[src/rtl/sreg_load_sequencer_pkg.sv]
// Shared encodings and default sizes for the config shift-register load sequencer.
package sreg_ctrl_pkg;

  typedef enum logic [2:0] {
    ST_IDLE  = 3'd0,
    ST_SETUP = 3'd1,
    ST_SHIFT = 3'd2,
    ST_LATCH = 3'd3,
    ST_HOLD  = 3'd4
  } state_t;

  typedef enum logic {
    SRC_STAT = 1'b0,
    SRC_DYN  = 1'b1
  } src_t;

  localparam int unsigned DEF_SIZESRSTAT   = 88;
  localparam int unsigned DEF_SIZESRDYN    = 16;
  localparam int unsigned DEF_SETUP_CYCLES = 8;
  localparam int unsigned DEF_HOLD_CYCLES  = 4;
  localparam int unsigned DEF_CNT_W        = 7;

endpackage

[src/rtl/sreg_load_sequencer_if.sv]
// Requester handshakes and serial shift-register chain signals of the load sequencer.
interface sreg_load_sequencer_if #(
  parameter int unsigned SIZESRSTAT = 88,
  parameter int unsigned SIZESRDYN  = 16
);
  logic                  stat_req;
  logic [SIZESRSTAT-1:0] stat_data;
  logic                  stat_ack;
  logic                  dyn_req;
  logic [SIZESRDYN-1:0]  dyn_data;
  logic                  dyn_ack;
  logic                  sel_stat;
  logic                  sel_dyn;
  logic                  sdata;
  logic                  latch;
  logic                  done;
  logic                  busy;
  logic                  en_fin;

  modport slave (
    input  stat_req, stat_data, dyn_req, dyn_data,
    output stat_ack, dyn_ack, sel_stat, sel_dyn, sdata, latch, done, busy, en_fin
  );

  modport master (
    output stat_req, stat_data, dyn_req, dyn_data,
    input  stat_ack, dyn_ack, sel_stat, sel_dyn, sdata, latch, done, busy, en_fin
  );
endinterface

[src/rtl/sreg_load_sequencer_piso.sv]
// Parallel-load shadow register with MSB-first registered serial output and bit down-counter.
module sreg_piso #(
  parameter int unsigned SIZESRSTAT = 88,
  parameter int unsigned CNT_W      = 7
) (
  input  logic                  CLK,
  input  logic                  RST_N,
  input  logic                  load,
  input  logic                  shift_en,
  input  logic [SIZESRSTAT-1:0] pdata,
  input  logic [CNT_W-1:0]      len,
  output logic                  sdata,
  output logic                  last
);
  logic [SIZESRSTAT-1:0] shadow_q;
  logic [CNT_W-1:0]      cnt_q;

  // shift_en is asserted on the edge that enters each shift cycle, so the counter
  // reads N-1 during the first bit and 0 during the final bit.
  always_ff @(posedge CLK or negedge RST_N) begin
    if (!RST_N) begin
      shadow_q <= '0;
      cnt_q    <= '0;
      sdata    <= 1'b0;
    end else if (load) begin
      shadow_q <= pdata;
      cnt_q    <= len;
      sdata    <= 1'b0;
    end else if (shift_en) begin
      sdata    <= shadow_q[SIZESRSTAT-1];
      shadow_q <= {shadow_q[SIZESRSTAT-2:0], 1'b0};
      cnt_q    <= cnt_q - CNT_W'(1);
    end else begin
      sdata    <= 1'b0;
    end
  end

  assign last = (cnt_q == '0);

endmodule

[src/rtl/sreg_load_sequencer.sv]
// Arbitrates static/dynamic config loads and serialises the granted word onto the shift chain.
module sreg_load_sequencer
  import sreg_ctrl_pkg::*;
#(
  parameter int unsigned SIZESRSTAT   = DEF_SIZESRSTAT,
  parameter int unsigned SIZESRDYN    = DEF_SIZESRDYN,
  parameter int unsigned SETUP_CYCLES = DEF_SETUP_CYCLES,
  parameter int unsigned HOLD_CYCLES  = DEF_HOLD_CYCLES,
  parameter int unsigned CNT_W        = DEF_CNT_W
) (
  input  logic                  CLK,
  input  logic                  RST_N,
  sreg_load_sequencer_if.slave  bus
);
  state_t                state_q, state_d;
  logic [CNT_W-1:0]      cnt_q, cnt_d;
  src_t                  src_q, src_d;
  src_t                  last_grant_q, last_grant_d;
  src_t                  grant_src;
  logic                  grant;
  logic                  done_d;
  logic [SIZESRSTAT-1:0] pdata;
  logic [CNT_W-1:0]      len;
  logic                  shift_en;
  logic                  last;
  logic                  stat_ack_q, dyn_ack_q, sel_stat_q, sel_dyn_q;
  logic                  latch_q, done_q, busy_q, en_fin_q;

  always_comb begin
    state_d      = state_q;
    cnt_d        = cnt_q;
    src_d        = src_q;
    last_grant_d = last_grant_q;
    grant        = 1'b0;
    grant_src    = SRC_STAT;
    done_d       = 1'b0;
    unique case (state_q)
      ST_IDLE: begin
        if (bus.stat_req || bus.dyn_req) begin
          grant = 1'b1;
          if (bus.stat_req && bus.dyn_req)
            grant_src = (last_grant_q == SRC_DYN) ? SRC_STAT : SRC_DYN;
          else
            grant_src = bus.stat_req ? SRC_STAT : SRC_DYN;
          src_d        = grant_src;
          last_grant_d = grant_src;
          state_d      = ST_SETUP;
          // SETUP counts SETUP_CYCLES down to 0, so the ack cycle plus SETUP_CYCLES idle cycles precede bit 1.
          cnt_d        = CNT_W'(SETUP_CYCLES);
        end
      end
      ST_SETUP: begin
        if (cnt_q == '0) state_d = ST_SHIFT;
        else             cnt_d   = cnt_q - CNT_W'(1);
      end
      ST_SHIFT: begin
        if (last) state_d = ST_LATCH;
      end
      ST_LATCH: begin
        state_d = ST_HOLD;
        cnt_d   = CNT_W'(HOLD_CYCLES - 1);
      end
      ST_HOLD: begin
        if (cnt_q == '0) begin
          state_d = ST_IDLE;
          done_d  = 1'b1;
        end else begin
          cnt_d = cnt_q - CNT_W'(1);
        end
      end
      default: state_d = ST_IDLE;
    endcase
  end

  assign pdata    = (grant_src == SRC_DYN) ? (SIZESRSTAT'(bus.dyn_data) << (SIZESRSTAT - SIZESRDYN))
                                           : bus.stat_data;
  assign len      = (grant_src == SRC_DYN) ? CNT_W'(SIZESRDYN) : CNT_W'(SIZESRSTAT);
  assign shift_en = (state_d == ST_SHIFT);

  always_ff @(posedge CLK or negedge RST_N) begin
    if (!RST_N) begin
      state_q      <= ST_IDLE;
      cnt_q        <= '0;
      src_q        <= SRC_STAT;
      last_grant_q <= SRC_DYN;
      stat_ack_q   <= 1'b0;
      dyn_ack_q    <= 1'b0;
      sel_stat_q   <= 1'b0;
      sel_dyn_q    <= 1'b0;
      latch_q      <= 1'b0;
      done_q       <= 1'b0;
      busy_q       <= 1'b0;
      en_fin_q     <= 1'b0;
    end else begin
      state_q      <= state_d;
      cnt_q        <= cnt_d;
      src_q        <= src_d;
      last_grant_q <= last_grant_d;
      stat_ack_q   <= grant && (grant_src == SRC_STAT);
      dyn_ack_q    <= grant && (grant_src == SRC_DYN);
      sel_stat_q   <= (state_d == ST_SHIFT) && (src_d == SRC_STAT);
      sel_dyn_q    <= (state_d == ST_SHIFT) && (src_d == SRC_DYN);
      latch_q      <= (state_d == ST_LATCH);
      done_q       <= done_d;
      busy_q       <= (state_d != ST_IDLE);
      if ((state_q == ST_LATCH) && (src_q == SRC_DYN)) en_fin_q <= 1'b1;
    end
  end

  sreg_piso #(
    .SIZESRSTAT (SIZESRSTAT),
    .CNT_W      (CNT_W)
  ) u_piso (
    .CLK      (CLK),
    .RST_N    (RST_N),
    .load     (grant),
    .shift_en (shift_en),
    .pdata    (pdata),
    .len      (len),
    .sdata    (bus.sdata),
    .last     (last)
  );

  assign bus.stat_ack = stat_ack_q;
  assign bus.dyn_ack  = dyn_ack_q;
  assign bus.sel_stat = sel_stat_q;
  assign bus.sel_dyn  = sel_dyn_q;
  assign bus.latch    = latch_q;
  assign bus.done     = done_q;
  assign bus.busy     = busy_q;
  assign bus.en_fin   = en_fin_q;

endmodule

[src/flat_wrapper.sv]
// flat-port wrapper written by rule: the top's interface ports become plain ports
module sreg_load_sequencer_flat import sreg_ctrl_pkg::*;
#(
  parameter int unsigned SIZESRSTAT   = DEF_SIZESRSTAT,
  parameter int unsigned SIZESRDYN    = DEF_SIZESRDYN,
  parameter int unsigned SETUP_CYCLES = DEF_SETUP_CYCLES,
  parameter int unsigned HOLD_CYCLES  = DEF_HOLD_CYCLES,
  parameter int unsigned CNT_W        = DEF_CNT_W
)
  (CLK, RST_N, bus_stat_req, bus_stat_data, bus_dyn_req, bus_dyn_data, bus_stat_ack, bus_dyn_ack, bus_sel_stat, bus_sel_dyn, bus_sdata, bus_latch, bus_done, bus_busy, bus_en_fin);
  sreg_load_sequencer_if #(.SIZESRSTAT(SIZESRSTAT), .SIZESRDYN(SIZESRDYN)) bus_i ();
  input  logic CLK;
  input  logic RST_N;
  input wire logic [$bits(bus_i.stat_req)-1:0] bus_stat_req;
  input wire logic [$bits(bus_i.stat_data)-1:0] bus_stat_data;
  input wire logic [$bits(bus_i.dyn_req)-1:0] bus_dyn_req;
  input wire logic [$bits(bus_i.dyn_data)-1:0] bus_dyn_data;
  output wire logic [$bits(bus_i.stat_ack)-1:0] bus_stat_ack;
  output wire logic [$bits(bus_i.dyn_ack)-1:0] bus_dyn_ack;
  output wire logic [$bits(bus_i.sel_stat)-1:0] bus_sel_stat;
  output wire logic [$bits(bus_i.sel_dyn)-1:0] bus_sel_dyn;
  output wire logic [$bits(bus_i.sdata)-1:0] bus_sdata;
  output wire logic [$bits(bus_i.latch)-1:0] bus_latch;
  output wire logic [$bits(bus_i.done)-1:0] bus_done;
  output wire logic [$bits(bus_i.busy)-1:0] bus_busy;
  output wire logic [$bits(bus_i.en_fin)-1:0] bus_en_fin;
  assign bus_i.stat_req = bus_stat_req;
  assign bus_i.stat_data = bus_stat_data;
  assign bus_i.dyn_req = bus_dyn_req;
  assign bus_i.dyn_data = bus_dyn_data;
  assign bus_stat_ack = bus_i.stat_ack;
  assign bus_dyn_ack = bus_i.dyn_ack;
  assign bus_sel_stat = bus_i.sel_stat;
  assign bus_sel_dyn = bus_i.sel_dyn;
  assign bus_sdata = bus_i.sdata;
  assign bus_latch = bus_i.latch;
  assign bus_done = bus_i.done;
  assign bus_busy = bus_i.busy;
  assign bus_en_fin = bus_i.en_fin;
  sreg_load_sequencer #(.SIZESRSTAT(SIZESRSTAT), .SIZESRDYN(SIZESRDYN), .SETUP_CYCLES(SETUP_CYCLES), .HOLD_CYCLES(HOLD_CYCLES), .CNT_W(CNT_W)) u_core (.CLK(CLK), .RST_N(RST_N), .bus(bus_i));
endmodule
[config.mk]
export PLATFORM = sky130hd
export DESIGN_NAME = sreg_load_sequencer_flat
export DESIGN_NICKNAME = d
export VERILOG_FILES = /design/src/rtl/sreg_load_sequencer_pkg.sv /design/src/rtl/sreg_load_sequencer_if.sv /design/src/rtl/sreg_load_sequencer_piso.sv /design/src/rtl/sreg_load_sequencer.sv /design/src/flat_wrapper.sv
export SDC_FILE = /design/constraint.sdc
export NUM_CORES = 1
export LEC_CHECK = 0
export CAP_MARGIN = 10
export CORE_UTILIZATION = 47
export CTS_BUF_LIST = sky130_fd_sc_hd__clkbuf_4
export CTS_CLUSTER_DIAMETER = 80
export DETAILED_ROUTE_END_ITERATION = 6
export GPL_TIMING_DRIVEN = 1
export PLACE_DENSITY = 0.79
export SYNTH_ARGS = -nofsm -noshare
export SYNTH_HDL_FRONTEND = slang
export SYNTH_SLANG_ARGS = --single-unit
[constraint.sdc]
create_clock -name CLK -period 1.7 [get_ports CLK]
set_input_delay 0.34 -clock CLK [delete_from_list [all_inputs] [get_ports CLK]]
set_output_delay 0.34 -clock CLK [all_outputs]
set_load 0.05 [all_outputs]
==> results.md <==
CTS:
- Buffers inserted during clock tree synthesis total 17.
- The insertion delay of the later-clocked pin in the worst-skew pair is 0.53 ns.
- The clock tree root driver cell is sky130_fd_sc_hd__clkbuf_4.
- The clock transition time at the flip-flop clock pins of the worst setup and hold paths is 0.12 ns.
- For this design, the sink count on the clock tree is 116.
- The H-tree depth is 4.
- TritonCTS built the clock tree.
- The maximum buffer depth of the clock tree is 2.

Setup path:
- Walking the worst path, the cells encountered are inv_2 > ha_4 > nor3b_4 > nand3_2 > buf_4 > and2_4 > buf_12 > o22ai_1 > nor2_1.
- The sort of element at the end of the critical path is a flop.
- At the worst endpoint, the arrival time is 2.48 ns.
- STA puts the critical path data required time at 2.12 ns.
- STA classifies the critical path startpoint as a flop.
- The critical-path maximum fanout is 10.
- The delay of the slowest cell on the worst path is 0.41 ns.
- The cell with the largest stage delay on the worst path is sky130_fd_sc_hd__dfrtp_1.
- Counting cells, the worst reg-to-reg path comes to 9.
- By startpoint and endpoint, the worst setup path is classified as reg2reg.

Detailed routing:
- In the routed layout, each cell is associated on average with a via count of 6.198.
- The total wire length is 17960 um.
- In this run, the number of DRC markers left after iteration 0 of detailed routing was 443.
- Once detail routing completed, the nets flagged for antenna violations numbered 0.
- Across all layers, the routed design uses 5361 vias.
- The final routed wire length divided by cell count is 20.76 um.
- The detailed-router iteration count before antenna repair is 5.
- In the routed design, unresolved DRC markers number 0.

Die:
- The die covers 11590 sq um.
- Pin placement for this block handled 117 I/O pins.
- The core area is 10840 sq um.
- The floorplan die width is 107.7 um.
- The floorplan step set the die height to 107.7 um.
- The initial utilization of the core area, before any placement, comes to 0.4840.
- The floorplan has 38 rows.

Finish:
- The number of antenna diodes in the final layout is 0.
- With fillers left out, the area of the finished cells amounts to 8294 sq um.
- Leaving out fill and tap cells, the most frequent cells in the layout are 115 x sky130_fd_sc_hd__dfrtp_1, 106 x sky130_fd_sc_hd__clkdlybuf4s50_1, 82 x sky130_fd_sc_hd__nor2_1.
- The final instance count without filler cells is 865.
- The most frequent standard cell in the layout excluding fill and tap cells is sky130_fd_sc_hd__dfrtp_1.
- The area added between synthesis and finish is 58.10%.
- The number of nets in the layout is 824.
- The fraction of layout cells with a size suffix above 1 is 0.3241.
- Once layout is complete, the utilization of the core stands at 0.7651.

Hold path:
- The worst hold path belongs to the class in2async.

STA:
- Setup repair after global routing could not meet its margin everywhere.
- The setup-violating endpoint count in the final report is 106.
- The worst setup skew after layout is 0.02100 ns.
- The clock period minus worst slack is 2.061 ns.
- The worst hold slack after final layout is 0.2556 ns.
- For this run, the top clock speed supported by timing is 485.3 MHz.
- Across all setup checks in the final design, the least slack found is -0.3607 ns.
- The number of hold violations in the final report is 0.
- The count of pins over their slew limit is 0.
- Adding up every negative setup slack in the final design gives -26.96 ns.
- Dividing the final minimum period by the clock period gives 1.212.
- The tightest slew margin relative to the limit is 0.7214.
- At the pin with the least slew margin, the transition time is 0.4147 ns.

Run:
- The tool flagged a number of max-cap violations equal to 0.

Placed design:
- The pre-CTS worst setup slack is -0.3034 ns.
- Summed over all nets, the half-perimeter wirelength after detailed placement is 8968 um.
- The final weighted congestion in routability-driven placement is 0.7872.
- Buffers placed on the I/O ports in this run total 116.
- Once placement completed, the tool counted placed cells totaling 800.
- The placed instances occupy a cell area of 6835 sq um.

Logic synthesis:
- The area of the mapped netlist is 5246 sq um.
- The distinct cell type count after synthesis is 41.
- Of the total synthesized cell area, the portion taken by AND, OR, NAND and NOR gates is 0.1347.
- The synthesized area per cell is 9.788 sq um.
- Of the total synthesized cell area, the portion taken by XOR and XNOR cells is 0.003339.
- Synthesis produced 536 cells.
- The number of flip-flops and latches in the synthesized netlist is 116.
- The adder and majority cell fraction of the synthesized area is 0.004770.
- The main combinational cell family by area after synthesis is compound AO/OA/AOI/OAI gates.
- Of the synthesized area, sequential elements account for 0.5535.
- For this run, the number of Yosys warnings is 0.
- The number of nets produced by synthesis is 646.
- The compound-gate portion of the synthesized area is 0.2239.
- The multiplexer area fraction after synthesis is 0.02290.

Outcome:
- The final reports fail on negative setup slack.
- The run finished, with violations left.

GRT:
- The remaining global-route overflow is 0.
- The global-route wire length before repair is 24140 um.
- The pin count of the biggest net entering global routing is 64.
- The overall fraction of global-route tracks in use is 0.2740.
- The number of global-route vias before repair is 4900.
- The initial antenna violation count came to 0.

Pwr:
- The standby leakage power is 3.567 nW.
- The power density over the cells is 2312 nW/um^2.
- The post-route total power is 19.18 mW.
- Across the VDD grid, the largest voltage drop is 1191 uV.
==> Yosys cell counts (all sizes together) <==
master | n | area (sq um)
nor3 | 10 | 66.32
and3 | 1 | 6.260
mux2i | 12 | 120.1
dfrtp | 115 | 2878
a32o | 1 | 10.01
a21o | 1 | 7.510
nand2 | 26 | 97.59
nor2 | 89 | 334.1
a211o | 1 | 8.760
a32oi | 6 | 52.55
o211ai | 6 | 45.04
o22ai | 72 | 450.4
a21oi | 82 | 410.4
or2 | 1 | 6.260
a311oi | 1 | 8.760
o221ai | 4 | 35.03
xnor2 | 2 | 17.52
o21ai | 10 | 57.55
o22a | 1 | 8.760
a221oi | 1 | 8.760
ha | 2 | 25.02
dfstp | 1 | 26.28
a31oi | 9 | 56.30
clkbuf | 9 | 33.78
a211oi | 2 | 15.01
inv | 8 | 30.03
nand2b | 3 | 26.27
buf | 33 | 234.0
or3 | 7 | 43.79
and2 | 4 | 25.02
nand3 | 11 | 55.05
nor4 | 1 | 6.260
nor3b | 4 | 40.03
==> worst max-delay path, delay by kind of cell (launching register included) <==
family | cells | cell delay (ns)
buffers and inverters | 3 | 0.49
DFF | 1 | 0.41
AOI/OAI and AO/OA | 1 | 0.20
and+or+nand+nor | 4 | 0.72
adders and majority gates | 1 | 0.14
==> repair_timing <==
action | in CTS | in global routing
buffers inserted | 14 | 5
endpoints found under the hold margin | 20 | 0
pin swaps | 19 | 25
setup endpoints to repair | 105 | 106
cloned | 6 | 10
gates resized for setup | 71 | 74
hold buffers | 1 | 0
==> where the power goes <==
part	internal (mW)	leakage, nW	switching [mW]
Clock	0.849	0.137	1.05
Combinational	5.76	2.03	6.15
Sequential	4.21	1.40	1.17
Total	10.8	3.57	8.36
==> logic make-up after synthesis <==
kind of cell / after synthesis
AND/OR/NAND/NOR: 157
AO/OA/AOI/OAI: 197
multiplexers: 12
buffers and inverters: 50
flip-flops: 116
XOR/XNOR: 2
adder cells (fa/ha/maj): 2
==> worst paths after layout <==
kind	startpoint	end	slack, ns
worst max-delay path	u_core.cnt_q[1]	u_core.u_piso.shadow_q[48]	-0.36
worst min-delay path	RST_N	u_core.bus.dyn_ack	0.26
max in group asynchronous	RST_N	u_core.u_piso.shadow_q[25]	0.84
worst min register to register	u_core.bus.en_fin	u_core.bus.en_fin	0.48
worst max register to register	u_core.cnt_q[1]	u_core.u_piso.shadow_q[48]	-0.36
min in group CLK	bus_stat_data[45]	u_core.u_piso.shadow_q[45]	0.41
==> state kept, by name, indices dropped and copies added (netlist names), 3 cells and up <==
signal,count
u_core.cnt_q,7
u_core.u_piso.cnt_q,7
u_core.state_q,3
u_core.u_piso.shadow_q,88
==> layout make-up <==
type	instances	area, sq um
Tap cell	140	175.2
Sequential cell	116	2904
Clock buffer	18	135.1
Timing Repair Buffer	200	2213
Fill cell	660	2546
Clock inverter	12	116.4
Inverter	8	30.03
Multi-Input combinational cell	371	2720
==> metal layers <==
layer / vias up / wire [um] / global-route usage
met4: 0 / 738 / 0.1115
met2: 368 / 8891 / 0.4469
met5: - / 0 / 0
met1: 2589 / 6771 / 0.3501
met3: 81 / 1559 / 0.06598
li1: 2323 / - / -
Note: power is estimated with default switching activity, not from simulation.
